## src/rtl/serial_add_ctrl.sv

```systemverilog
// serial_add_ctrl: byte-serial adder/subtractor. Each operation runs one
// 8-bit ripple-carry slice over the operand bytes, least significant byte first.
// The operation takes NBYTES cycles in ADD, followed by a one-cycle DONE state.
//
// Optional feature: define SERIAL_ADD_SUB_EN to add the `sub` port.
// With sub=1 the block computes A - B as A + ~B + 1, and carry_in is ignored.
//
// Ports:
//   clk        rising-edge clock
//   rst_n      asynchronous active-low reset
//   start      begin an operation (sampled only in IDLE or DONE)
//   op_a/op_b  operands, 8*NBYTES bits, captured when start is accepted
//   carry_in   initial carry, captured when start is accepted
//   sub        subtract select (SERIAL_ADD_SUB_EN builds only)
//   busy       high while bytes are being processed
//   done       one-cycle pulse; result, carry_out and overflow are valid
//   result     sum or difference, held until the next accepted start
//   carry_out  carry out of the most significant byte (no-borrow when subtracting)
//   overflow   signed overflow of the full-width operation
module serial_add_ctrl #(
  parameter int unsigned NBYTES = 4
) (
  input  logic                  clk,
  input  logic                  rst_n,
  input  logic                  start,
  input  logic [8*NBYTES-1:0]   op_a,
  input  logic [8*NBYTES-1:0]   op_b,
  input  logic                  carry_in,
`ifdef SERIAL_ADD_SUB_EN
  input  logic                  sub,
`endif
  output logic                  busy,
  output logic                  done,
  output logic [8*NBYTES-1:0]   result,
  output logic                  carry_out,
  output logic                  overflow
);

  localparam int unsigned W     = 8 * NBYTES;
  localparam int unsigned IDX_W = $clog2(NBYTES);

  typedef enum logic [1:0] {
    S_IDLE = 2'd0,
    S_ADD  = 2'd1,
    S_DONE = 2'd2
  } state_t;

  state_t           state_q;
  state_t           state_d;
  logic             busy_d;
  logic             done_d;

  logic [W-1:0]     a_q;
  logic [W-1:0]     b_q;
  logic             carry_q;
  logic [IDX_W-1:0] idx_q;

  logic             sub_eff;
  logic [W-1:0]     b_eff;
  logic             cin_eff;
  logic             accept;
  logic             last_byte;

  logic [7:0]       a_byte;
  logic [7:0]       b_byte;
  logic [7:0]       sum_byte;
  logic [8:0]       c;

`ifdef SERIAL_ADD_SUB_EN
  assign sub_eff = sub;
`else
  assign sub_eff = 1'b0;
`endif

  // Operand actually added, and the carry that seeds the first byte.
  assign b_eff   = sub_eff ? ~op_b : op_b;
  assign cin_eff = sub_eff ? 1'b1 : carry_in;

  assign accept    = start && ((state_q == S_IDLE) || (state_q == S_DONE));
  assign last_byte = (idx_q == IDX_W'(NBYTES - 1));

  // Select the current byte of each captured operand.
  always_comb begin
    a_byte = '0;
    b_byte = '0;
    for (int k = 0; k < int'(NBYTES); k++) begin
      if (idx_q == IDX_W'(k)) begin
        a_byte = a_q[8*k +: 8];
        b_byte = b_q[8*k +: 8];
      end
    end
  end

  // Single 8-bit ripple-carry slice built from full-adder cells.
  assign c[0] = carry_q;
  for (genvar i = 0; i < 8; i++) begin : g_fa
    assign sum_byte[i] = a_byte[i] ^ b_byte[i] ^ c[i];
    assign c[i+1]      = (a_byte[i] & b_byte[i]) | (c[i] & (a_byte[i] ^ b_byte[i]));
  end

  // State register, plus the registered copies of the status outputs.
  always_ff @(posedge clk or negedge rst_n) begin
    if (!rst_n) begin
      state_q <= S_IDLE;
      busy    <= 1'b0;
      done    <= 1'b0;
    end else begin
      state_q <= state_d;
      busy    <= busy_d;
      done    <= done_d;
    end
  end

  // Next-state logic.
  always_comb begin
    state_d = state_q;
    case (state_q)
      S_IDLE:  if (start) state_d = S_ADD;
      S_ADD:   if (last_byte) state_d = S_DONE;
      S_DONE:  state_d = start ? S_ADD : S_IDLE;
      default: state_d = S_IDLE;
    endcase
  end

  // Output decode from the next state, so busy and done line up with the state register.
  always_comb begin
    busy_d = 1'b0;
    done_d = 1'b0;
    case (state_d)
      S_ADD:   busy_d = 1'b1;
      S_DONE:  done_d = 1'b1;
      default: ;
    endcase
  end

  // Datapath: capture on accept, then process one byte per ADD cycle.
  always_ff @(posedge clk or negedge rst_n) begin
    if (!rst_n) begin
      a_q       <= '0;
      b_q       <= '0;
      carry_q   <= 1'b0;
      idx_q     <= '0;
      result    <= '0;
      carry_out <= 1'b0;
      overflow  <= 1'b0;
    end else if (accept) begin
      a_q     <= op_a;
      b_q     <= b_eff;
      carry_q <= cin_eff;
      idx_q   <= '0;
    end else if (state_q == S_ADD) begin
      for (int k = 0; k < int'(NBYTES); k++) begin
        if (idx_q == IDX_W'(k)) result[8*k +: 8] <= sum_byte;
      end
      carry_q <= c[8];
      if (last_byte) begin
        carry_out <= c[8];
        overflow  <= (a_byte[7] == b_byte[7]) && (sum_byte[7] != a_byte[7]);
      end else begin
        idx_q <= idx_q + IDX_W'(1);
      end
    end
  end

endmodule

```

## config.mk

```make
export PLATFORM = sky130hd
export DESIGN_NAME = serial_add_ctrl
export DESIGN_NICKNAME = d
export VERILOG_FILES = /design/src/rtl/serial_add_ctrl.sv
export SDC_FILE = /design/constraint.sdc
export NUM_CORES = 1
export LEC_CHECK = 0
export ABC_AREA = 1
export CAP_MARGIN = 20
export CORE_MARGIN = 4
export CORE_UTILIZATION = 40
export CTS_CLUSTER_DIAMETER = 40
export DETAILED_ROUTE_END_ITERATION = 8
export PLACE_DENSITY_LB_ADDON = 0.12
export RECOVER_POWER = 50
export SYNTH_ARGS = -nofsm -noshare
export SYNTH_HDL_FRONTEND = slang
export SYNTH_SLANG_ARGS = --single-unit
export TNS_END_PERCENT = 30
```

## constraint.sdc

```tcl
create_clock -name clk -period 9.7 [get_ports clk]
set_input_delay 2.425 -clock clk [delete_from_list [all_inputs] [get_ports clk]]
set_output_delay 2.425 -clock clk [all_outputs]
set_load 0.01 [all_outputs]
```

* Word-level counts from Yosys, hierarchy flattened
Index checks and enable logic that the tools add are counted.
** Word-level totals
- Bits of input ports :: 68
- Bits in registers :: 105
- Output and inout port bits :: 36
- Word-level logic and storage cells :: 95
** Operators by class
- Bitwise operators :: 41
- $add $sub $neg :: 1
- Reductions and logical operators :: 11
- Eq/ne operators :: 10
- Multiplexer cells :: 19
** Operators with widths (count)
- two-way mux 8 bit :: 8
- AND 1 bit :: 16
- XOR 1 bit :: 16
- AND reduction 3 bit :: 4
- two-way mux 2 bit :: 5
- == test 2 bit, second input constant :: 4
- OR 1 bit :: 8
- == test 2 x 1 -> 1 bit, second input constant :: 3
- case mux 2 bit (3 select lines) :: 1
- two-way mux 1 bit :: 5
- logical NOT 2 bit :: 2
- adder 2 x 1 -> 2 bit, second input constant :: 1
- logical AND 1 bit :: 2
- inequality test 2 bit, second input constant :: 1
- AND reduction 2 bit :: 1
- nonzero test 2 bit :: 1
- == test 1 bit :: 1
- logical OR 1 bit :: 1
- inequality test 1 bit :: 1
- NOT 1 bit :: 1

* Longest topological paths before layout
- Word-level depth :: 24
- Mapped depth :: 24
- Gate-level depth less buffers :: 23

* Worst setup path before layout
OpenSTA, ideal clock, no wires.
- Path type :: register to register
- Start :: reg idx_q[0]
- End :: reg overflow
- Cell stages (with the launch flop) :: 25
- Buffers on the path :: 2
- Setup slack :: 5280 ps
- Setup time :: 117 ps
- Period minus slack after synthesis :: 4420 ps
- Arrival :: 4303 ps
- Required time :: 9583 ps
- Path through :: dfrtp_1 inv_1 ha_1 buf_4 buf_2 nand3_1 nand2_1 o21ai_1 nand2_1 o21ai_1 fa_1 inv_1 fa_1 fa_1 inv_1 fa_1 fa_1 fa_1 fa_1 inv_1 fa_1 inv_1 nand3_1 nand3_1 nand2_1
** Between the ends
- Word-level cells in the longest chain between the ends :: 23
- Elaborated cells on any way between the ends :: 46
- Classes of those cells :: 5 x eq/ne; 8 x mux; 30 x bitwise; 3 x reduce/logical
** RTL lines
- start: declaration :: RTL line 56 : logic [IDX_W-1:0] idx_q;
- start signal: assignment :: RTL line 160 : idx_q <= idx_q + IDX_W'(1);
- logical NOT 2 bit :: RTL line 87 : if (idx_q == IDX_W'(k)) begin
- two-way mux 8 bit (4 in a row) :: RTL line 87
- XOR 1 bit :: RTL line 98 : assign c[i+1] = (a_byte[i] & b_byte[i]) | (c[i] & (a_byte[i] ^ b_byte[i]));
- AND 1 bit :: RTL line 98
- OR 1 bit :: RTL line 98
- AND 1 bit :: RTL line 98
- OR 1 bit :: RTL line 98
- AND 1 bit :: RTL line 98
- [... 5 more ...]
- AND 1 bit :: RTL line 98
- OR 1 bit :: RTL line 98
- AND 1 bit :: RTL line 98
- OR 1 bit :: RTL line 98
- XOR 1 bit (*) :: RTL line 97 : assign sum_byte[i] = a_byte[i] ^ b_byte[i] ^ c[i];
- via sum_byte[7] :: RTL line 66 : logic [7:0] sum_byte;
- inequality test 1 bit (*) :: RTL line 158 : overflow <= (a_byte[7] == b_byte[7]) && (sum_byte[7] != a_byte[7]);
- logical AND 1 bit (*) :: RTL line 158
- end signal: assignment :: RTL line 158
- end: declaration :: RTL line 36 : output logic overflow
The timed path passes the listed nets; every way through them passes the cells marked *.
A chain may end at the register's enable or synchronous reset.

* Final worst setup path
- Start :: in start
- End :: reg b_q[26]
** Between the ends
- Word-level cells in the longest chain between the ends :: 1
** RTL lines
- start: declaration :: RTL line 25 : input logic start,
- logical AND 1 bit :: RTL line 79 : assign accept = start && ((state_q == S_IDLE) || (state_q == S_DONE));
- end signal: assignment :: RTL line 140 : b_q <= '0;
- end signal: assignment :: RTL line 148 : b_q <= b_eff;
- end: declaration :: RTL line 54 : logic [W-1:0] b_q;
No other way between the ends.

==> key figures <==
Finish
  • Commonest non-fill, non-tap cell in the layout: nand2_1
  • Area Growth Syn to Fin: 29.4%
  • Most frequent cells in the layout: nand2_1, dfrtp_1, clkdlybuf4s50_1, o21ai_1, a21oi_1
  • Sequential Area: 0.00263 mm2
  • Final nets: 716
  • # fillers: 1,113
  • Layout cells sized above 1: 3.91%
  • Ant. Diodes: 0
  • Multi-input gate area: 0.00181 mm2

Critical path
  • Slowest cell delay on critical path: 1.98 ns
  • R2R setup slack: 4.59 ns
  • Crit-path most repeated cell: nand2_1
  • R2r worst-path depth: 23
  • Worst-path maximum fanout: 69
  • Kind of critical path: primary input to flip-flop
  • Slowest-stage cell, CP: clkbuf_1
  • R2R Path Start: idx_q[1]
  • Setup crit end kind: flip-flop
  • Critical Path RT: 9.91 ns
  • Worst reg2reg path endpoint: overflow
  • Worst-path cell chain: dlygate4sd3_1 -> nand2_2 -> clkbuf_1 -> inv_2 -> nand2_1 -> nand2_1
  • Crit path DAT: 6.71 ns
  • CP Launch Type: primary input

Global route
  • Vias in the first global route: 3,873
  • Antenna violations before repair: 0
  • Global-route wire length before repair: 19,200 um
  • Total GRT Usage: 18.2%
  • Overflow after GRT: 0
  • Largest net degree at the start of global routing: 70

Worst hold path
  • Worst hold stages: 2
  • Min-delay src: carry_out
  • Hold EP: carry_out
  • Worst hold path class: flip-flop to flip-flop

Die
  • Die width: 116 um
  • Core footprint: 0.0114 mm2
  • Die extent in y: 116 um
  • Top Ports: 104
  • Row cnt: 39
  • Starting density of the core: 40.9%
  • Die area: 0.0135 mm2

Timing
  • Slew headroom: -87.7%
  • Slew of the pin with the lowest slew margin: 2.82 ns
  • RSZ-0062 raised after global routing: false
  • Min Tclk post-route: 6.50 ns
  • Fmax achieved: 154 MHz
  • Period utilization: 67.0%
  • Setup violators final: 0
  • Fin. max-slew vios: 110
  • TNS Setup: 0 ns
  • Final hold violation count: 0
  • WHS: 0.480 ns
  • Clock skew: 0.00941 ns

Status
  • Status: complete, but fails checks
  • Failing checks: capacitance limit, slew limit

Logic synthesis
  • Count of different cell masters after synthesis: 19
  • Flops & latches, synth: 105
  • Syn. warnings: 0
  • Register area share after synthesis: 56.3%
  • Post-Syn Area per Cell: 8.50 um2
  • Syn nets: 630
  • Gate Count Post-Synth: 549
  • Post-Syn Area: 0.00466 mm2

Drt
  • DRT Pass-1 Iters: 5
  • Routed len/inst: 14.9 um
  • Via count: 3,807
  • Number of routed nets with antenna violations: 0
  • Drt via density: 4.86
  • Post-Route WL: 11,700 um
  • # DRC: 0
  • Initial drt markers: 252

Job
  • Max-cap viol count: 2

Placed design
  • Buffers on Ports: 103
  • HPWL after detailed placement: 8480 um
  • RePlAce Congestion: 0.856

CTS
  • Clk slew on worst S/H paths: 0.07 ns
  • CTS root buf: clkbuf_16
  • Clock Tree Buf Depth: 2
  • H-tree levels: 3
  • Post CTS Setup Buffer Count: 0
  • CTS tree: yes
  • Hold-fix buffers, CTS: 0
  • Post-CTS sizing: 0
  • Clock Latency Late Sink: 0.34 ns
  • Sinks on Clock Net: 105
  • CTS buffer count: 9

Pwr
  • Pwr Density: 384 mW/mm2
  • Leak: 2.99 nW
  • Peak VDD IR: 0.182 mV
## how the worst max path moves through the flow
stage	start	endpoint	cells past startpoint
floorplan	idx_q[0]	overflow	24
global placement	idx_q[1]	overflow	22
detailed placement	idx_q[1]	overflow	22
CTS	idx_q[1]	overflow	22
global route	start	b_q[26]	6
finish	start	b_q[26]	6
## per-stage QoR
step | power (mW) | worst slack (ns) | cell area [um2] | cells | util, %
floorplan | 1.50 | 5.28 | 4660 | 549 | -
global placement | 1.92 | 4.89 | 5720 | 767 | 50.1
detailed placement | 1.95 | 4.74 | 5720 | 767 | 50.1
CTS | 2.36 | 4.71 | 6040 | 783 | 52.9
global route | 2.52 | 2.67 | 6040 | 783 | 52.9
finish | 2.32 | 3.20 | 6040 | 783 | 52.9
## where the power goes
part           internal [mW]  leakage [nW]  total [mW]  switching [mW]
clock network          0.230         0.158       0.396           0.167
logic                  0.446          1.52        1.13           0.689
registers              0.647          1.31       0.786           0.138
## state kept, by name, summed over array words and instances, names as in the netlist
signal     count
a_q           32
b_q           32
busy           1
carry_out      1
carry_q        1
done           1
idx_q          2
overflow       1
result        32
state_q        2
## cells by family after synthesis
| logic type | share of synthesized area, % |
|---|---|
| AND/OR/NAND/NOR | 25.2 |
| adder cells (fa/ha/maj) | 4.77 |
| buffers and inverters | 4.91 |
| flip-flops | 56.3 |
| AO/OA/AOI/OAI | 8.80 |
## metal layers
| metal | routed length (um) | vias to the layer above | share of wire, % | track usage [%] |
|---|---|---|---|---|
| met2 | 5540 | 123 | 47 | 29.2 |
| met1 | 5280 | 1768 | 45 | 25.4 |
| li1 | - | 1901 | - | - |
| met4 | 192 | 0 | 1.6 | 4.49 |
| met5 | 0 | - | 0 | 0 |
| met3 | 664 | 15 | 5.7 | 4.13 |
## cells in the mapped netlist
| cell | n | share of area (%) |
|---|---|---|
| nand2_1 | 275 | 22 |
| dfrtp_1 | 105 | 56 |
| o21ai_1 | 59 | 6.3 |
| a21oi_1 | 20 | 2.1 |
| buf_2 | 16 | 1.7 |
| nand3_1 | 15 | 1.6 |
| inv_1 | 10 | 0.80 |
| buf_4 | 9 | 1.4 |
| fa_1 | 8 | 3.4 |
| nor2_1 | 7 | 0.56 |
| ha_1 | 5 | 1.3 |
| inv_2 | 5 | 0.40 |
| clkbuf_1 | 4 | 0.32 |
| nand2_2 | 4 | 0.54 |
| o21ai_0 | 3 | 0.32 |
| buf_1 | 1 | 0.080 |
| inv_4 | 1 | 0.13 |
| nor2_4 | 1 | 0.24 |
| nor3_1 | 1 | 0.11 |
## critical path: cells and delay by family
| kind | cells | cell delay [ns] |
|---|---|---|
| buffers and inverters | 3 | 3.69 |
| AND/OR/NAND/NOR | 3 | 0.52 |
## area by class of cell
type	instances	share of cell area [%]
inverters	16	1.04
flip-flops and latches	105	43.5
well taps	143	2.96
multi-input cells	398	29.9
clock inverters	6	1.58
clock buffers	10	3.79
repair buffers	105	17.2
(Power assumes the default switching activity.)
